### config.mk
export PLATFORM = sky130hd
export DESIGN_NAME = ow_temp_responder
export DESIGN_NICKNAME = d
export VERILOG_FILES = /design/src/rtl/ow_temp_responder.sv
export SDC_FILE = /design/constraint.sdc
export NUM_CORES = 1
export LEC_CHECK = 0
export ABC_AREA = 0
export ABC_CLOCK_PERIOD_IN_PS = 3500
export BUFFER_PORTS_ARGS = -buffer_cell sky130_fd_sc_hd__buf_2
export CORE_UTILIZATION = 50
export CTS_BUF_LIST = sky130_fd_sc_hd__clkbuf_4 sky130_fd_sc_hd__clkbuf_8
export DETAILED_ROUTE_END_ITERATION = 8
export GPL_ROUTABILITY_DRIVEN = 0
export MAX_ROUTING_LAYER = met4
export PLACE_DENSITY = 0.64
export SLEW_MARGIN = 0
export SYNTH_ARGS = -nofsm -noshare
export SYNTH_HDL_FRONTEND = slang
export SYNTH_SLANG_ARGS = --single-unit
### constraint.sdc
create_clock -name i_clk -period 3.5 [get_ports i_clk]
set_clock_uncertainty 0.1 [all_clocks]
set_input_delay 0.525 -clock i_clk [delete_from_list [all_inputs] [get_ports i_clk]]
set_output_delay 0.525 -clock i_clk [all_outputs]
set_load 0.05 [all_outputs]
### src/rtl/ow_temp_responder.sv
// ow_temp_responder: one-wire DS18B20 emulator (presence, Skip ROM, Convert T, Read Scratchpad with CRC8)
module ow_temp_responder #(
  parameter int CLK_PER_US = 48,
  parameter int RST_MIN_US = 400,
  parameter int PD_WAIT_US = 30,
  parameter int PD_LEN_US  = 120,
  parameter int SAMPLE_US  = 30,
  parameter int HOLD_US    = 30
) (
  input  logic        i_clk,
  input  logic        i_rst,
  input  logic        i_owr,
  output logic        o_owr,
  input  logic [15:0] i_temp,
  output logic        o_convert,
  output logic [7:0]  o_cmd,
  output logic        o_cmd_valid,
  output logic        o_active
);
  typedef enum logic [2:0] {S_IDLE, S_PD_WAIT, S_PD, S_ROM, S_FUNC, S_CONV, S_TX} state_t;
  localparam int PW = CLK_PER_US > 1 ? $clog2(CLK_PER_US) : 1;
  localparam int LW = $clog2(RST_MIN_US + 1);
  localparam int TW = 10;
  localparam logic [PW-1:0] P_TOP = PW'(CLK_PER_US - 1);
  localparam logic [LW-1:0] L_MAX = LW'(RST_MIN_US);
  localparam logic [TW-1:0] T_PDW = TW'(PD_WAIT_US - 1);
  localparam logic [TW-1:0] T_PDL = TW'(PD_LEN_US - 1);
  localparam logic [TW-1:0] T_SMP = TW'(SAMPLE_US - 1);
  localparam logic [TW-1:0] T_HLD = TW'(HOLD_US - 1);
  state_t state, state_n;
  logic s1, s2, prev, tick, fall_ok, rst_det, clr, tx_bit, fb;
  logic pend, pend_n, owr_n, act_n, cmdv_n, conv_n;
  logic [PW-1:0] pre;
  logic [TW-1:0] tus;
  logic [LW-1:0] lowc;
  logic [1:0] guard;
  logic [2:0] bitc, bitc_n;
  logic [3:0] byt, byt_n;
  logic [7:0] sr, sr_n, crc, crc_n, cmd_n, nbyte, sp_byte;
  logic [15:0] temp, temp_n;
  assign tick = pre == P_TOP;
  assign fall_ok = prev & ~s2 & ~o_owr & (guard == 2'd0);
  assign rst_det = ~prev & s2 & (lowc == L_MAX);
  assign nbyte = {s2, sr[7:1]};
  assign tx_bit = byt == 4'd8 ? crc[bitc] : byt == 4'd9 ? 1'b1 : sp_byte[bitc];
  assign fb = crc[0] ^ tx_bit;
  always_comb begin
    sp_byte = 8'hFF;
    case (byt)
      4'd0: sp_byte = temp[7:0];
      4'd1: sp_byte = temp[15:8];
      4'd2: sp_byte = 8'h4B;
      4'd3: sp_byte = 8'h46;
      4'd4: sp_byte = 8'h7F;
      4'd5: sp_byte = 8'hFF;
      4'd6: sp_byte = 8'h0C;
      4'd7: sp_byte = 8'h10;
      default: sp_byte = 8'hFF;
    endcase
  end
  always_comb begin
    state_n = state;
    owr_n = o_owr;
    act_n = o_active;
    cmd_n = o_cmd;
    cmdv_n = 1'b0;
    conv_n = 1'b0;
    temp_n = temp;
    sr_n = sr;
    bitc_n = bitc;
    byt_n = byt;
    crc_n = crc;
    pend_n = pend;
    clr = 1'b0;
    case (state)
      S_PD_WAIT: if (tick && tus == T_PDW) begin
        state_n = S_PD;
        owr_n = 1'b1;
        clr = 1'b1;
      end
      S_PD: if (tick && tus == T_PDL) begin
        state_n = S_ROM;
        owr_n = 1'b0;
        act_n = 1'b1;
      end
      S_ROM, S_FUNC: begin
        if (fall_ok) pend_n = 1'b1;
        if (pend && tick && tus == T_SMP) begin
          pend_n = 1'b0;
          sr_n = nbyte;
          bitc_n = bitc + 3'd1;
          if (bitc == 3'd7 && state == S_ROM) begin
            state_n = nbyte == 8'hCC ? S_FUNC : S_IDLE;
            act_n = nbyte == 8'hCC;
          end else if (bitc == 3'd7) begin
            cmd_n = nbyte;
            cmdv_n = 1'b1;
            conv_n = nbyte == 8'h44;
            temp_n = nbyte == 8'h44 ? i_temp : temp;
            crc_n = 8'h00;
            byt_n = 4'd0;
            state_n = nbyte == 8'h44 ? S_CONV : nbyte == 8'hBE ? S_TX : S_IDLE;
            act_n = nbyte == 8'h44 || nbyte == 8'hBE;
          end
        end
      end
      S_TX: if (fall_ok) begin
        owr_n = ~tx_bit;
        crc_n = byt < 4'd8 ? {fb, crc[7:1]} ^ {4'b0, fb, fb, 2'b0} : crc;
        bitc_n = bitc + 3'd1;
        byt_n = (bitc == 3'd7 && byt != 4'd9) ? byt + 4'd1 : byt;
      end else if (o_owr && tick && tus == T_HLD) owr_n = 1'b0;
      default: ;
    endcase
    if (rst_det) begin
      state_n = S_PD_WAIT;
      owr_n = 1'b0;
      act_n = 1'b0;
      bitc_n = 3'd0;
      byt_n = 4'd0;
      pend_n = 1'b0;
      clr = 1'b1;
    end
  end
  always_ff @(posedge i_clk or posedge i_rst)
    if (i_rst) begin
      {s1, s2, prev} <= 3'b111;
      pre <= '0;
      tus <= '0;
      lowc <= '0;
      guard <= 2'd0;
      state <= S_IDLE;
      o_owr <= 1'b0;
      o_active <= 1'b0;
      o_cmd <= 8'h00;
      o_cmd_valid <= 1'b0;
      o_convert <= 1'b0;
      temp <= 16'h0550;
      sr <= 8'h00;
      bitc <= 3'd0;
      byt <= 4'd0;
      crc <= 8'h00;
      pend <= 1'b0;
    end else begin
      s1 <= i_owr;
      s2 <= s1;
      prev <= s2;
      pre <= (clr || fall_ok || tick) ? '0 : pre + PW'(1);
      tus <= (clr || fall_ok) ? '0 : tick ? tus + TW'(1) : tus;
      lowc <= s2 ? '0 : (tick && lowc != L_MAX) ? lowc + LW'(1) : lowc;
      guard <= o_owr ? 2'd2 : guard != 2'd0 ? guard - 2'd1 : guard;
      state <= state_n;
      o_owr <= owr_n;
      o_active <= act_n;
      o_cmd <= cmd_n;
      o_cmd_valid <= cmdv_n;
      o_convert <= conv_n;
      temp <= temp_n;
      sr <= sr_n;
      bitc <= bitc_n;
      byt <= byt_n;
      crc <= crc_n;
      pend <= pend_n;
    end
endmodule

## After elaboration in Yosys (flattened, before gate mapping)

Cells that the tools add are included.

- $add $sub $neg: 6
- Order comparisons: 2
- Equal/unequal tests: 37
- Mux-type cells: 68
- Bitwise logic cells: 12
- Reduce and logical (&&, ||, !) cells: 36

Operators by type and width:

| cell | count |
|---|---|
| one-hot mux 8 bit (7 select lines) | 1 |
| 2-to-1 mux 8 bit | 5 |
| 2-to-1 mux 3 bit | 12 |
| 2-to-1 mux 1 bit | 29 |
| 2-to-1 mux 4 bit | 6 |
| inequality test 3 bit (second input constant) | 7 |
| 2-to-1 mux 10 bit | 2 |
| 2-to-1 mux 9 bit | 2 |
| == test 8 bit (second input constant) | 2 |
| one-hot mux 8 bit (2 select lines) | 1 |
| == test 4 x 3 -> 1 bit (second input constant) | 3 |
| inequality test 4 bit (second input constant) | 3 |
| AND reduction 4 bit | 3 |
| AND reduction 6 bit | 2 |
| nonzero test 2 bit | 6 |
| adder 10 x 1 -> 10 bit (second input constant) | 1 |
| == test 10 x 5 -> 1 bit (second input constant) | 1 |
| == test 10 x 7 -> 1 bit (second input constant) | 1 |
| inequality test 2 bit (second input constant) | 5 |
| AND reduction 5 bit | 2 |
| adder 9 x 1 -> 9 bit (second input constant) | 1 |
| == test 3 bit (second input constant) | 3 |
| == test 9 bit (second input constant) | 1 |
| logical AND 1 bit | 9 |
| other kinds (34) | 53 |

- Register bits: 85
- Bits of input ports: 19
- Output and inout bits: 12
- Logic and storage cells: 180

## Longest topological paths before layout

- Word-level depth: 11
- Mapped depth: 10
- Gate-level depth less buffers: 9

## Worst setup path before layout

OpenSTA, ideal clock, no wires.

- Path type: reg2reg
- Start: register pre[0]
- End: register temp[0]
- Library setup time: 0.125 ns
- Arrival time: 2.143 ns
- Required time: 3.275 ns
- Setup slack: 1.132 ns
- Cell stages (with the launch flop): 10
- Path buffers: 2
- Clock period less this slack: 2.368 ns
- Cells stage by stage: dfrtp_1 -> ha_1 -> nand3_4 -> nor4_4 -> and3_1 -> buf_6 -> nand4_4 -> nor2_8 -> buf_12 -> mux2_4

- Cells in the longest elaborated chain, start to end: 4

Ends and longest elaborated chain:

| item | line | text |
|---|---|---|
| from (decl) | 33 | `logic [PW-1:0] pre;` |
| from (signal assigned) | 148 | `pre <= (clr \|\| fall_ok \|\| tick) ? '0 : pre + PW'(1);` |
| == test 6 bit | 41 | `assign tick = pre == P_TOP;` |
| logical AND 1 bit (2 in a row) | 88 | `if (pend && tick && tus == T_SMP) begin` |
| AND reduction 5 bit (no line) | - |  |
| to (signal assigned) | 158 | `temp <= temp_n;` |
| to (decl) | 40 | `logic [15:0] temp, temp_n;` |

Every way passes these cells.
A chain may end at the register's enable or synchronous reset.

## Worst setup path after layout

- Start: register pre[0]
- End: register temp[13]

The elaborated chain is that of the path after synthesis.

==> metrics.txt <==
initial antenna violation count 0; # rows 33; H-tree levels 3; period utilization 76.2%; number of clock sinks 84; max frequency 0.375 GHz; full die area 9250 um^2; # IOs 31; async set-reset flop share out of synthesis 100%; Via density 5.74; Worst EP required 3650 ps; post-layout worst setup margin 834 ps; # Post-CTS Setup Buffers 0; wire length on met3 327 um; fin nets 480; dpl ws 834 ps; fin. max-slew vios 0; core area 8380 um^2; Synthesized Nets 450; Overflow after GRT 0; share of layout cells above drive strength 1 23.3%; cts repair resizes 0; cts hold-fix bufs 0; Synth Instances 419; antenna viol nets, final 0; Worst Setup End Kind flip-flop; Layout area overhead 10.0%; vias in the first global route 3033; Die Height 96.2 um; Residual DRC 0; number of flops mapped to enable cells by yosys 0; flops & latches, synth 84; status complete, no violations; Slew HR 41.7%; antenna fix cells 0; largest net degree at the start of global routing 34; syn avg cell area 10.6 um^2; drt wl/cell 15.7 um; Tightest Pin Transition 875 ps; CTS buffer count 9; YS warnings 0; setup_tns 0 ps; die width 96.2 um; TritonRoute pass-1 iters 4; Final Hold Vio Count 0; metal2 WL 3960 um; HPWL Detailed 6100 um; Starting Density 52.9%; prevailing post-synth register cell dfrtp_1; First DRT Iteration DRCs 164; Routed WL 8780 um; max layer used met4; maximum vdd drop 0.000191 V; Clock Path Buffers 2; max_cap viols 0; crit path time final 2670 ps; Unique masters post-synth 63; Global Route Usage Sum 22.0%; class of the worst hold path in -> async; CTS tree done; Root Buffer clkbuf_8; crit path kind reg -> reg; CP Max Fanout 17; WHS 10.1 ps; PD cells 368 nW/um^2; CP Launch Type flip-flop; vias 3208; global-route wire length before repair 15100 um; M1 wire length 4370 um; I/O Buffers 30; clock latency on the worst-skew pair 360 ps; CP arrival 2820 ps; Mapped Area 4440 um^2; RSZ-0062 raised after global routing false; post-synthesis sequential area ratio 47.6%; clk slew on worst S/H paths 100 ps; Leak 2.25 nW; endpoints failing setup 0
-- placed cells by master (no fill, tap or decap), drive strengths merged, types with 3 or more instances in the layout --
master | synthesis | routed
dfrtp | 77 | 77
nor2 | 43 | 43
buf | 4 | 37
mux2 | 32 | 32
nand2 | 26 | 26
a21oi | 25 | 25
inv | 16 | 17
xor2 | 16 | 16
nand3 | 16 | 16
o21ai | 16 | 16
ha | 12 | 12
nor3 | 11 | 11
nor2b | 10 | 10
clkbuf | 14 | 10
nand2b | 9 | 9
nand4 | 9 | 9
or3 | 7 | 7
xnor2 | 7 | 7
dfstp | 7 | 7
a22o | 5 | 5
nor4 | 5 | 5
and3 | 4 | 4
a211oi | 4 | 4
nand4b | 3 | 3
o21a | 3 | 3
o211ai | 3 | 3
clkinv | 1 | 3
-- cells in the mapped netlist (3+ instances only) --
cell	number	area, um^2
nand4b_1	3	26.3
nor2_1	41	154
a211oi_1	4	30.0
nand2b_1	8	50.1
clkbuf_1	14	52.6
and3_1	4	25.0
nor2b_1	10	62.6
dfstp_2	7	184
nor3_1	11	55.1
a21oi_1	25	125
nor4_1	4	25.0
nand4_1	8	50.1
xnor2_1	7	61.3
o21ai_1	3	15.0
nand2_1	26	97.6
mux2_4	9	135
xor2_1	16	140
dfrtp_1	77	1930
o211ai_1	3	22.5
or3_1	7	43.8
o21ai_0	13	65.1
mux2_2	23	259
ha_1	12	150
nand3_1	15	75.1
o21a_1	3	22.5
inv_1	15	56.3
a22o_1	5	43.8
-- metrics by stage --
stage | utilization (%) | total power (W) | cell area (um^2) | std cells
4_1_cts | 58.2 | 0.00182 | 4880 | 559
2_1_floorplan | - | 0.00107 | 4440 | 419
3_5_place_dp | 55.8 | 0.00110 | 4680 | 543
3_3_place_gp | 55.8 | 0.00110 | 4680 | 543
6_report | 58.2 | 0.00179 | 4880 | 559
5_1_grt | 58.2 | 0.00186 | 4880 | 559
-- sequential cells by signal, summed over array words and instances, names as in the netlist --
| name | count |
|---|---|
| bitc | 3 |
| byt | 4 |
| crc | 8 |
| guard | 2 |
| lowc | 9 |
| o_active | 1 |
| o_cmd | 8 |
| o_cmd_valid | 1 |
| o_convert | 1 |
| o_owr | 1 |
| pend | 1 |
| pre | 6 |
| prev | 1 |
| s1 | 1 |
| s2 | 1 |
| sr | 7 |
| state | 3 |
| temp | 16 |
| tus | 10 |
-- final timing paths --
kind | end | slack [ps] | cells past startpoint | from
worst max-delay path | temp[13]$_DFFE_PP0P_ | 830 | 7 | pre[0]$_DFF_PP0_
worst min-delay path | o_cmd[5]$_DFFE_PP0P_ | 10 | 2 | i_rst
worst max register to register | temp[13]$_DFFE_PP0P_ | 830 | 7 | pre[0]$_DFF_PP0_
worst min register to register | s2$_DFF_PP1_ | 260 | 0 | s1$_DFF_PP1_
max in group asynchronous | temp[6]$_DFFE_PP1P_ | 2510 | 3 | i_rst
min in group i_clk | s1$_DFF_PP1_ | 160 | 1 | i_owr
-- kinds of logic (layout without fill, tap and decap cells) --
family          count (synthesis)  in the layout  synth area share [%]
fa+ha+maj                      12             12                  3.38
flops                          84             84                  47.6
simple gates                  153            153                  19.3
xor+xnor                       23             23                  4.54
buf+inv                        35             70                  3.67
mux                            35             35                  10.1
compound gates                 77             77                  11.4
-- where the power goes --
group / switching, W / internal (W)
clock network: 0.000371 / 0.000344
logic: 0.0000408 / 0.0000273
registers: 0.0000218 / 0.000989
total: 0.000434 / 0.00136
-- metal layers --
layer	vias up	GRT usage (%)
li1	1559	-
met1	1572	30.3
met2	63	33.1
met3	14	4.27
met4	0	6.22
met5	-	-
-- worst max-delay path, cell delays in order (launching register included) --
cell,delay (ps)
dfrtp_1,380
ha_1,240
nand3_4,120
nor4_4,340
and3_1,360
nand4_4,260
nor2_8,390
mux2_2,380
-- final cells by class --
type,instances,area [um^2]
multi-input combinational,300,2160
timing repair buffer,37,203
tap,105,131
clock inverter,6,71.3
clock buffer,10,131
fill,720,3500
inverter,17,70.1
sequential,84,2110
Note: power is estimated with default switching activity, not from simulation.
